File: src/rtl/decum_8bit_pkg.sv
// Shared definitions for the decum_8bit down-counter: state encoding and default width.
package decum_8bit_pkg;

    localparam int unsigned DEFAULT_WIDTH = 8;

    typedef enum logic [1:0] {
        IDLE = 2'd0,
        RUN  = 2'd1,
        HOLD = 2'd2,
        DONE = 2'd3
    } state_t;

endpackage : decum_8bit_pkg

File: src/rtl/decum_8bit_ctrl.sv
// Control FSM for decum_8bit: load handshake, pause/run sequencing and done pulse.
module decum_8bit_ctrl
    import decum_8bit_pkg::*;
#(
    parameter bit AUTO_RELOAD = 1'b0
) (
    input  logic clk,
    input  logic rst,
    input  logic clear,
    input  logic load_valid,
    input  logic load_zero,
    input  logic pause,
    input  logic dec_en,
    input  logic dout_is_one,
    output logic load_ready,
    output logic busy,
    output logic done,
    output logic load_accept_c,
    output logic dec_c,
    output logic term_c
);

    state_t state;
    state_t next_state;
    logic   done_d;

    always_ff @(posedge clk or posedge rst) begin
        if (rst) begin
            state      <= IDLE;
            done       <= 1'b0;
            load_ready <= 1'b1;
            busy       <= 1'b0;
        end else begin
            state      <= next_state;
            done       <= done_d;
            load_ready <= (next_state == IDLE) || (next_state == DONE);
            busy       <= (next_state == RUN) || (next_state == HOLD);
        end
    end

    // clear overrides everything; loads are only possible from IDLE/DONE,
    // pause only matters in RUN, so the per-state case encodes the priority.
    always_comb begin
        next_state    = state;
        done_d        = 1'b0;
        load_accept_c = 1'b0;
        dec_c         = 1'b0;
        term_c        = 1'b0;
        if (clear) begin
            next_state = IDLE;
        end else begin
            case (state)
                IDLE, DONE: begin
                    if (load_valid) begin
                        load_accept_c = 1'b1;
                        if (load_zero) begin
                            next_state = DONE;
                            done_d     = 1'b1;
                        end else begin
                            next_state = RUN;
                        end
                    end
                end
                RUN: begin
                    if (pause) begin
                        next_state = HOLD;
                    end else if (dec_en) begin
                        dec_c = 1'b1;
                        if (dout_is_one) begin
                            term_c     = 1'b1;
                            done_d     = 1'b1;
                            next_state = AUTO_RELOAD ? RUN : DONE;
                        end
                    end
                end
                HOLD: begin
                    if (!pause) begin
                        next_state = RUN;
                    end
                end
                default: next_state = IDLE;
            endcase
        end
    end

endmodule : decum_8bit_ctrl

File: src/rtl/decum_8bit.sv
// Loadable down-counter with valid/ready load, pause, done pulse and optional auto-reload.
module decum_8bit
    import decum_8bit_pkg::*;
#(
    parameter int unsigned WIDTH       = DEFAULT_WIDTH,
    parameter bit          AUTO_RELOAD = 1'b0
) (
    input  logic             clk,
    input  logic             rst,
    input  logic             clear,
    input  logic             load_valid,
    input  logic [WIDTH-1:0] load_data,
    output logic             load_ready,
    input  logic             dec_en,
    input  logic             pause,
    output logic [WIDTH-1:0] dout,
    output logic             busy,
    output logic             done
);

    logic [WIDTH-1:0] reload;
    logic             load_accept_c;
    logic             dec_c;
    logic             term_c;
    logic             load_zero_c;
    logic             dout_is_one_c;

    assign load_zero_c   = (load_data == '0);
    assign dout_is_one_c = (dout == WIDTH'(1));

    decum_8bit_ctrl #(
        .AUTO_RELOAD(AUTO_RELOAD)
    ) u_ctrl (
        .clk          (clk),
        .rst          (rst),
        .clear        (clear),
        .load_valid   (load_valid),
        .load_zero    (load_zero_c),
        .pause        (pause),
        .dec_en       (dec_en),
        .dout_is_one  (dout_is_one_c),
        .load_ready   (load_ready),
        .busy         (busy),
        .done         (done),
        .load_accept_c(load_accept_c),
        .dec_c        (dec_c),
        .term_c       (term_c)
    );

    // Count and reload registers; the reload value survives clear.
    always_ff @(posedge clk or posedge rst) begin
        if (rst) begin
            dout   <= '0;
            reload <= '0;
        end else if (clear) begin
            dout <= '0;
        end else if (load_accept_c) begin
            dout   <= load_data;
            reload <= load_data;
        end else if (term_c) begin
            dout <= AUTO_RELOAD ? reload : '0;
        end else if (dec_c) begin
            dout <= dout - WIDTH'(1);
        end
    end

endmodule : decum_8bit

File: config.mk
export PLATFORM = sky130hd
export DESIGN_NAME = decum_8bit
export DESIGN_NICKNAME = d
export VERILOG_FILES = /design/src/rtl/decum_8bit_pkg.sv /design/src/rtl/decum_8bit_ctrl.sv /design/src/rtl/decum_8bit.sv
export SDC_FILE = /design/constraint.sdc
export NUM_CORES = 1
export LEC_CHECK = 0
export BUFFER_PORTS_ARGS = -buffer_cell sky130_fd_sc_hd__buf_2
export CORE_MARGIN = 2
export CORE_UTILIZATION = 35
export CTS_BUF_LIST = sky130_fd_sc_hd__clkbuf_4 sky130_fd_sc_hd__clkbuf_8
export CTS_CLUSTER_SIZE = 20
export DETAILED_ROUTE_END_ITERATION = 10
export PLACE_DENSITY = 0.56
export SLEW_MARGIN = 20
export SYNTH_ARGS = -nofsm -noshare
export SYNTH_HDL_FRONTEND = slang
export SYNTH_SLANG_ARGS = --single-unit
File: constraint.sdc
create_clock -name clk -period 2.4 [get_ports clk]
set_input_delay 0 -clock clk [delete_from_list [all_inputs] [get_ports clk]]
set_output_delay 0 -clock clk [all_outputs]
set_load 0.05 [all_outputs]
=== Yosys cells after proc, flatten, opt, wreduce, memory -nomap -nowiden ===
Index checks and enable logic that the tools add are counted.

* Memory bits (read-only): 0
* Bits in writable memories: 0
* Memories: 0
* Logic and storage cells: 48
* Input bits: 14
* Latch bits: 0
* Output and inout port bits: 11
* Bits in registers: 13

* Reduce and logical (&&, ||, !) cells: 7
* Div/mod/pow operators: 0
* Muxes and demuxes: 28
* Shift-type cells: 0
* Equality and inequality tests: 7
* Bitwise logic cells: 0
* Magnitude comparators: 0
* $add $sub $neg: 1
* Multipliers: 0

{| class="wikitable"
|+ Operators with widths
! operator !! number
|-
| two-way mux 8 bit || 4
|-
| two-way mux 1 bit || 15
|-
| two-way mux 2 bit || 7
|-
| equality test 2 bit, second input constant || 4
|-
| equality test 8 x 1 -> 1 bit, second input constant || 1
|-
| logical NOT 8 bit || 1
|-
| subtractor 8 x 1 -> 8 bit, second input constant || 1
|-
| one-hot mux 2 bit (3 select lines) || 1
|-
| equality test 2 x 1 -> 1 bit, second input constant || 2
|-
| logical NOT 2 bit || 2
|-
| nonzero test 4 bit || 1
|-
| logical OR 1 bit || 2
|-
| one-hot mux 1 bit (2 select lines) || 1
|-
| OR reduction 2 bit || 1
|}

=== Depth between registers and ports, before layout ===
* Depth in word-level cells: 9
* Mapped depth: 7

=== Cells and area by module ===
From an unflattened synthesis, not the netlist that was laid out.

* Cells, all modules: 107
* Area total of the unflattened synthesis: 937.1 um2

{| class="wikitable"
|+ Modules (own cells, without submodules)
! module !! cells an instance !! times used !! area each (um2)
|-
| decum_8bit || 71 || 1 || 600.6
|-
| decum_8bit_ctrl || 36 || 1 || 336.6
|}

=== Least setup slack after synthesis ===
No wires, ideal clock.

* Kind: flip-flop to flip-flop
* From: reg dout[0]
* To: reg u_ctrl.busy
* Setup slack: 0.065 ns
* Buffers on the path: 0
* Stages on the path, launching flop included: 6
* Data required time: 2.262 ns
* Arrival time: 2.196 ns
* Library setup time: 0.138 ns
* Clock period less this slack: 2.335 ns
* Cells stage by stage: dfrtp_1 > ha_1 > or4b_4 > or3_1 > a221o_1 > xor2_1

* Longest elaborated chain between the ends: 8
* Elaborated cells between the ends (all ways): 9

{| class="wikitable"
|+ Ends and longest elaborated chain
! what !! line !! RTL
|-
| from (decl) || decum_8bit.sv:16 || <nowiki>output logic [WIDTH-1:0] dout,</nowiki>
|-
| from (signal assigned) || decum_8bit.sv:58 || <nowiki>dout <= load_data;</nowiki>
|-
| from (signal assigned) || decum_8bit.sv:61 || <nowiki>dout <= AUTO_RELOAD ? reload : '0;</nowiki>
|-
| from (signal assigned) || decum_8bit.sv:63 || <nowiki>dout <= dout - WIDTH'(1);</nowiki>
|-
| equality test 8 x 1 -> 1 bit (*) || decum_8bit.sv:29 || <nowiki>assign dout_is_one_c = (dout == WIDTH'(1));</nowiki>
|-
| two-way mux 2 bit (*) || decum_8bit_ctrl.sv:69 || <nowiki>if (dout_is_one) begin</nowiki>
|-
| two-way mux 2 bit (*) || decum_8bit_ctrl.sv:67 || <nowiki>end else if (dec_en) begin</nowiki>
|-
| two-way mux 2 bit (*) || decum_8bit_ctrl.sv:65 || <nowiki>if (pause) begin</nowiki>
|-
| one-hot mux 2 bit (3 select lines) (*) || decum_8bit_ctrl.sv:52 || <nowiki>case (state)</nowiki>
|-
| two-way mux 2 bit (*) || decum_8bit_ctrl.sv:49 || <nowiki>if (clear) begin</nowiki>
|-
| equality test 2 x 1 -> 1 bit or equality test 2 bit (tied branches) || decum_8bit_ctrl.sv:37 || <nowiki>busy <= (next_state == RUN) || (next_state == HOLD);</nowiki>
|-
| logical OR 1 bit (*) || decum_8bit_ctrl.sv:37 ||
|-
| to (signal assigned) || decum_8bit_ctrl.sv:37 ||
|-
| to (decl) || decum_8bit_ctrl.sv:16 || <nowiki>output logic busy,</nowiki>
|}

Mark *: on every way between the ends. The rest lies on a longest branch, timed or not.
A chain may end at the register's enable or synchronous reset.

=== Worst setup path after layout ===
* From: reg dout[1]
* To: reg u_ctrl.busy

The elaborated chain is that of the path after synthesis.

==> results.cfg <==
[clocking]
cts_tree = built
clock-sinks = 13
clk_pin_slew_ns = 0.08
insertion_delay_ns = 0.28
htree_levels = 1
cts_setup_buffers = 0
cts_root_buf = clkbuf_4
cts_buffer_depth = 2
numCtsBuffers = 3

[placed_design]
portBuffers = 24
place_hpwl_um = 1650
dp_slack_ns = 0.252
place.gp.congestion = 0.830
placed_cells = 147

[timing]
setup_ws_ns = 0.211
min_period_over_period_pct = 91.2
finalSetupTns_ns = 0
setup_viol = 0
hold_viol = 0
rsz0062_at_grt = false
fmax_mhz = 457
relSlewSlack_pct = 65.9
drv_slew = 0
worst_slew_pin_slew_ns = 0.506
fin_skew_ns = 0.00870
post-route-min-period_ns = 2.19

[route]
routed_wl_um = 2270
wl_per_cell_um = 14.5
dr.pass1.iters = 4
first_iter_violations = 26
route.detailed.drc = 0
ant_nets = 0
vias = 890
viasPerCell = 5.67

[pwr]
power_density_nw_per_um2 = 1390
power_frac_comb_pct = 63.3
fin_total_pwr_mw = 1.56
vdd_ir_drop_max_mv = 1.02
seqPwrFrac_pct = 27.1
p_leak_nw = 0.542
power.switching_uw = 820
clkPwrFrac_pct = 9.6
internal-power_uw = 739
p_sw_share_pct = 52.6

[global_routing]
first_global_vias = 849
grt_start_max_net_pins = 14
grt_remaining_overflow = 0
grtUsageTotal_pct = 17.9
grt_first_pass_wirelength_um = 3750
antenna_found_initial = 0

[floorplan]
die_h_um = 54.2
coreArea_um2 = 2430
dieArea_um2 = 2940
ios = 25
initial_core_util_pct = 36.3
std_cell_rows = 18
die_w_um = 54.2

[yosys]
synth_flop_cell = dfrtp_1
ys_types = 38
async_reset_ff_share_pct = 100
synth_seq_cells = 13
synth_top_area_cell = dfrtp_1
yosysSeqAreaShare_pct = 37.0
synth_nets = 113
avgSynthCellArea_um2 = 9.38
synth_enable_flop_cells = 0
synthTopCellsByArea = dfrtp_1, ha_1, inv_1, a21oi_1, o21ai_0
mappedNetlistArea_um2 = 882
synthCells = 94
ys_warn_count = 0
yosysTopAreaCellShare_pct = 34.0

[critical_path]
ff2ff_setup_slack_ns = 0.21
endpoint = u_ctrl.busy
r2r_start = dout[1]
critPathRequiredTime_ns = 2.55
worstReg2RegEnd = u_ctrl.busy
rr_worst_depth = 6
cp-start-kind = register
cp.arrival_ns = 2.34
worstSetupEndpointType = register
critPathLaunch = dout[1]
path_max_fanout = 6
path_class = reg -> reg

[final_layout]
multi_input_area_um2 = 488
fillerInstances = 241
regArea_um2 = 327
area_delta_synth_final_pct = 27.2
final_layout_size_suffix_gt1_share_pct = 30.7
final_nets = 147
antenna_cells = 0
final_cells = 157

[job]
maxCapViolations = 0

[min_path]
min_delay_path_depth = 3
hold_path_class = in -> reg

[outcome]
status = complete, no violations
## cell usage after synthesis, types with 3 or more instances
library cell and number:
a31oi_1 3, nand2_1 3, inv_1 10, dfrtp_1 12, nor4_1 3, o21ai_0 6, a21oi_1 6, nor3_1 5
a221oi_1 3, a32oi_1 3, ha_1 5
## worst min-delay path by stage
| stage | startpoint | to | slack, ns |
|---|---|---|---|
| finish | load_data[1] | dout[1] | 0.02 |
| global route | load_data[1] | dout[1] | 0.02 |
| CTS | load_data[1] | dout[1] | 0.01 |
| detailed placement | rst | dout[5] | 0.07 |
| global placement | rst | dout[7] | 0.05 |
| floorplan | rst | dout[0] | -0.12 |
## timing repair
item	in CTS	in global routing
hold buffers	6	0
hold endpoints to repair	17	0
gates resized for setup	0	0
## metal layers
layer / share of wire (%) / global-route usage [%]
met5: 0 / 0
met4: 1.5 / 5.00
met3: 8.4 / 7.22
met2: 48 / 29.3
met1: 42 / 21.4
## state kept, by name, indices dropped and copies added, names as in the netlist
name / cells
u_ctrl.state: 2
u_ctrl.load_ready: 1
u_ctrl.done: 1
u_ctrl.busy: 1
dout: 8
## final cells by class
class	instances	area share, %
clock buffer	4	2.68
inverter	10	3.34
multi-input combinational	67	43.5
sequential	13	29.1
tap	30	3.34
timing repair buffer	33	18.1
## worst max-delay path, cell delays in order, from the launching register on
cell	delay [ns]
dfrtp_1	0.44
inv_1	0.12
ha_1	0.15
or4b_4	0.49
or3_1	0.32
a221o_1	0.38
xor2_1	0.15
## logic make-up after synthesis
| kind of cell | share of synthesized area [%] |
|---|---|
| flip-flops | 37.0 |
| AO/OA/AOI/OAI | 26.2 |
| XOR/XNOR | 1.99 |
| buffers and inverters | 7.66 |
| adder cells (fa/ha/maj) | 7.09 |
| AND/OR/NAND/NOR | 20.0 |
## through the flow
| step | utilization (%) | area [um^2] | hold slack (ns) |
|---|---|---|---|
| after floorplan | - | 882 | -0.124 |
| after global placement | 42.4 | 1030 | 0.0518 |
| after detailed placement | 42.4 | 1030 | 0.0690 |
| after CTS | 46.1 | 1120 | 0.0134 |
| after global routing | 46.1 | 1120 | 0.0211 |
| final | 46.1 | 1120 | 0.0221 |
## power groups by stage
stage / clock (mW) / combinational, mW / sequential [mW]
global placement: 0 / 0.964 / 0.426
finish: 0.149 / 0.987 / 0.423
floorplan: 0 / 0.514 / 0.688
CTS: 0.155 / 0.986 / 0.421
global route: 0.168 / 1.07 / 0.440
detailed placement: 0 / 0.978 / 0.425
## cells in the final DEF (no fill, tap or decap), types with 2 or more instances in the layout
master,count
buf_2,24
dfrtp_1,12
inv_1,10
a21oi_1,6
o21ai_0,6
dlygate4sd3_1,6
nor3_1,5
ha_1,5
clkbuf_4,4
nand2_1,3
nor4_1,3
a32oi_1,3
a31oi_1,3
a221oi_1,3
buf_4,3
nand3b_1,2
or3_1,2
and2_1,2
nor2b_1,2
nor2_1,2
a221o_1,2
(Power assumes the default switching activity.)
